[config.mk]
export PLATFORM = sky130hd
export DESIGN_NAME = serial_logic_unit
export DESIGN_NICKNAME = d
export VERILOG_FILES = /design/src/rtl/serial_logic_pkg.sv /design/src/rtl/serial_logic_unit_bit_gate.sv /design/src/rtl/serial_logic_unit.sv
export SDC_FILE = /design/constraint.sdc
export NUM_CORES = 1
export LEC_CHECK = 0
export CAP_MARGIN = 20
export CORE_UTILIZATION = 49
export DETAILED_ROUTE_END_ITERATION = 7
export HOLD_SLACK_MARGIN = 0.06
export PLACE_DENSITY = 0.78
export SLEW_MARGIN = 20
export SYNTH_ARGS = -nofsm -noshare
export SYNTH_HDL_FRONTEND = slang
export SYNTH_SLANG_ARGS = --single-unit
[constraint.sdc]
create_clock -name clk -period 1.6 [get_ports clk]
set_clock_uncertainty 0.1 [all_clocks]
set_input_delay 0.32 -clock clk [delete_from_list [all_inputs] [get_ports clk]]
set_output_delay 0.32 -clock clk [all_outputs]
set_load 0.05 [all_outputs]
[src/rtl/serial_logic_pkg.sv]
// serial_logic_pkg: opcode and FSM state types shared by the serial logic unit.
package serial_logic_pkg;
    localparam int OP_W = 3;
    typedef enum logic [OP_W-1:0] {
        OP_AND  = 3'd0,
        OP_OR   = 3'd1,
        OP_NOT  = 3'd2,
        OP_NAND = 3'd3,
        OP_NOR  = 3'd4,
        OP_XOR  = 3'd5,
        OP_XNOR = 3'd6,
        OP_RSVD = 3'd7
    } op_e;
    typedef enum logic [1:0] {IDLE, SHIFT, DONE} state_e;
endpackage

[src/rtl/serial_logic_unit_bit_gate.sv]
// bit_gate: combinational 1-bit gate selector; the reserved opcode yields 0.
module bit_gate
    import serial_logic_pkg::*;
(
    input  op_e  op,
    input  logic x,
    input  logic y,
    output logic z
);
    always_comb begin
        z = 1'b0;
        case (op)
            OP_AND:  z = x & y;
            OP_OR:   z = x | y;
            OP_NOT:  z = ~x;
            OP_NAND: z = ~(x & y);
            OP_NOR:  z = ~(x | y);
            OP_XOR:  z = x ^ y;
            OP_XNOR: z = ~(x ^ y);
            default: z = 1'b0;
        endcase
    end
endmodule

[src/rtl/serial_logic_unit.sv]
// serial_logic_unit: bit-serial logic unit, one result bit per clock, LSB first.
// Optional parity output enabled by SERIAL_LOGIC_PARITY_EN.
module serial_logic_unit
    import serial_logic_pkg::*;
#(
    parameter  int WIDTH = 8,
    localparam int CNT_W = $clog2(WIDTH)
) (
    input  logic             clk,
    input  logic             rst,
    input  logic             in_valid,
    output logic             in_ready,
    input  logic [OP_W-1:0]  op,
    input  logic [WIDTH-1:0] a,
    input  logic [WIDTH-1:0] b,
`ifdef SERIAL_LOGIC_PARITY_EN
    output logic             parity,
`endif
    output logic             out_valid,
    input  logic             out_ready,
    output logic [WIDTH-1:0] result,
    output logic             zero,
    output logic             err
);
    state_e           state, state_nx;
    op_e              op_q;
    logic [WIDTH-1:0] a_sh, b_sh, res_nx;
    logic [CNT_W-1:0] cnt;
    logic             bit_z, last, accept;

    bit_gate u_gate (.op(op_q), .x(a_sh[0]), .y(b_sh[0]), .z(bit_z));

    assign in_ready  = state == IDLE;
    assign out_valid = state == DONE;
    assign accept    = in_valid && in_ready;
    assign last      = cnt == CNT_W'(WIDTH - 1);
    assign res_nx    = {bit_z, result[WIDTH-1:1]};

    always_comb begin
        state_nx = state;
        case (state)
            IDLE:    state_nx = accept ? SHIFT : IDLE;
            SHIFT:   state_nx = last ? DONE : SHIFT;
            DONE:    state_nx = out_ready ? IDLE : DONE;
            default: state_nx = IDLE;
        endcase
    end

    always_ff @(posedge clk or posedge rst) begin
        if (rst) begin
            state  <= IDLE;
            op_q   <= OP_AND;
            a_sh   <= '0;
            b_sh   <= '0;
            result <= '0;
            cnt    <= '0;
            zero   <= 1'b0;
            err    <= 1'b0;
        end else begin
            state <= state_nx;
            if (accept) begin
                a_sh   <= a;
                b_sh   <= b;
                op_q   <= op_e'(op);
                result <= '0;
                cnt    <= '0;
            end else if (state == SHIFT) begin
                a_sh   <= a_sh >> 1;
                b_sh   <= b_sh >> 1;
                result <= res_nx;
                cnt    <= last ? cnt : cnt + 1'b1;
                // flags capture the completed word on the edge that enters DONE
                if (last) begin
                    zero <= res_nx == '0;
                    err  <= op_q == OP_RSVD;
                end
            end
        end
    end

`ifdef SERIAL_LOGIC_PARITY_EN
    logic acc;

    always_ff @(posedge clk or posedge rst) begin
        if (rst) begin
            acc    <= 1'b0;
            parity <= 1'b0;
        end else if (accept) begin
            acc <= 1'b0;
        end else if (state == SHIFT) begin
            acc <= acc ^ bit_z;
            if (last) parity <= acc ^ bit_z;
        end
    end
`endif
endmodule

==> metrics.txt, run 1 <==
status complete, but fails checks; failing checks DRC, setup timing; initial core utilization between 50 and 60%; Final Power 5300 uW; Synth Instances approximately 150; Avg Inst Size Synth around 10 sq um; Synth cell types 26; GRT overflow 0; CP max stage delay ~420 ps; flop-to-flop setup slack -150 ps; pre-CTS setup slack -295 ps; power density over the cells 2280 nW/um^2; Num CTS Buffers 5; RSZ-0062 raised after global routing yes; CTS sink cnt 34; Cell Area, Synth ~1500 sq um; CP max-delay cell dfrtp_1; Worst EP arrival about 1900 ps; vias per cell 5.65; Synth Flop Type dfrtp_1; DRT Pass-1 Iters 6; DP Area 2090 sq um; largest net degree at the start of global routing 35; Clk Latency, worst-skew pair 340 ps; Least-Margin Pin Slew between 300 and 400 ps; Die Span Y 57.7 um; RePlAce Congestion about 0.75; number of flops mapped to enable cells by yosys 0; Synth top cells by count nand2_1, dfrtp_1, a22oi_1, o21ai_0, inv_1; nets between 200 and 250; Core ar. ~2900 sq um; Post-Route WL between 3000 and 4000 um; most common cell in the netlist nand2_1; Area growth, synth to finish 52.8%; Final Hold Viols 0; Tcrit/Tclk final 109%; antenna viol nets, final 0; routed len/inst between 15 and 20 um; Setup Viol. Count Final 11; Clock transition at path regs between 100 and 150 ps; cell accounting for the most synthesized area dfrtp_1; # diodes 0; max_slew headroom between 70% and 80%; Max IR drop VDD ~1.5 mV; Ys Warns 0; Synth top area share a little under three fifths; Hold Buf Count CTS 0; initial antenna violation count 0; vias in the first global route about 1300; fin. max-slew vios 0; Critical Path Start Type flop; Crit Path Max Fanout 3; die width ~58 um; first-pass GRT wire length roughly 6200 um; # rows 19; Port Buffer Count 34; register area share after synthesis a little under three fifths; CP Cell Sequence inv_2, ha_4, mux2i_2, o31ai_2, a211oi_2, buf_4, o21ai_2; global-route usage over all layers 25.2%; Final WS setup -149 ps; clock root buffer master clkbuf_4; CTS HTree Levels 2; Clock Path Buffers 2; DIE AREA around 3300 sq um; syn nets around 180; Yosys reg bits 34; largest cells by area after synthesis dfrtp_1, nand2_1, a22oi_1, o21ai_0, ha_1; fin util between 80% and 90%; Period minus WS final ~1700 ps; critical path type flop to flop; Initial DRC Count 57; post-route cell area 2320 sq um; Peak Freq approximately 570 MHz; Worst Hold Class input port to asynchronous set/reset pin; Detailed Place HPWL approximately 2500 um; I/O Pins 35; DRC errors left 2; CP Capture Type flop; asr flop ratio synth between 90% and 100%; DR vias about 1300; # Max-Cap Violations 0; CP required around 1700 ps; CTS tree done; share of cells above drive strength 1 26.9%; LEAKAGE 0.00106 uW
[sequential cells by signal, indices dropped and copies added (netlist names)]
signal  cells
err         1
cnt         3
zero        1
state       2
result      8
a_sh        8
b_sh        8
op_q        3
[power by group]
| group | internal, uW | total (uW) | leakage [uW] | switching, uW |
|---|---|---|---|---|
| combinational | 1390 | 2820 | 0.000573 | 1420 |
| sequential | 1240 | 1660 | 0.000430 | 417 |
| clock | 529 | 824 | 0.0000585 | 295 |
| total | 3170 | 5300 | 0.00106 | 2140 |
[stage by stage]
stage	setup TNS, ps	instances	hold WS (ps)
after global placement	-3860	221	360
after CTS	-161	230	211
final	-451	232	211
after floorplan	0	152	328
after detailed placement	-5290	221	372
after global routing	-1640	232	222
[layout by cell type (no fill, tap or decap), types with 2 or more instances in the layout]
cell and count:
o21ai_0 11, a22o_1 2, a22oi_1 12, dfrtp_1 34, clkbuf_4 5, buf_12 14
a221o_1 2, bufinv_16 2, clkdlybuf4s50_1 22, inv_2 2, mux2_2 4, nor3_1 3
ha_1 3, buf_4 9, buf_6 3, nor2_2 2, inv_1 4, nand2_1 46
[kinds of logic (layout without fill, tap and decap cells)]
logic type               count (synthesis)  in the layout  synth area share, %
AND/OR/NAND/NOR                         62             62                 17.9
multiplexers                             6              6                 4.28
adder cells (fa/ha/maj)                  4              4                 3.29
AO/OA/AOI/OAI                           32             32                 14.5
buffers and inverters                   14             63                 4.12
flip-flops                              34             34                 56.0
[layer usage]
metal	up-vias	part of all wire (%)	track usage [%]
met1	649	40	31.2
li1	616	-	-
met2	38	53	41.2
met5	-	0	0
met3	8	4.3	7.37
met4	0	2.2	11.2
[worst max-delay path, delay by kind of cell, from the launching register on]
family / cells / cell delay, ps
AOI/OAI and AO/OA: 3 / 400
adders and majority gates: 1 / 270
buffers and inverters: 2 / 250
DFF: 1 / 420
muxes: 1 / 220
[repair_timing]
item,CTS,global route
pin swaps,3,0
cloned,0,1
endpoints found under the setup margin,14,24
gates resized for setup,12,8
buffers inserted,1,1
[path summary, 6_finish.rpt]
path / cells past startpoint / end / from
max: 7 / zero / a_sh[0]
min: 3 / cnt[2] / rst
max reg2reg: 7 / zero / a_sh[0]
min reg2reg: 2 / b_sh[4] / b_sh[4]
max in group asynchronous: 3 / result[6] / rst
min in group clk: 2 / b_sh[4] / b_sh[4]
[final cells by class]
type,count,area [sq um]
clock buffers,6,51.3
multi-input cells,104,672
fillers,169,531
flip-flops and latches,34,851
inverters,6,22.5
repair buffers,49,627
well taps,31,38.8
clock inverters,2,60.1
Note: power is estimated with default switching activity, not from simulation.
==> run 2, diff against run 1 <==
- TNS_END_PERCENT: not set -> 100
==> results of run 2 <==
No change in the layout: final DEF, timing and power equal those of run 1.
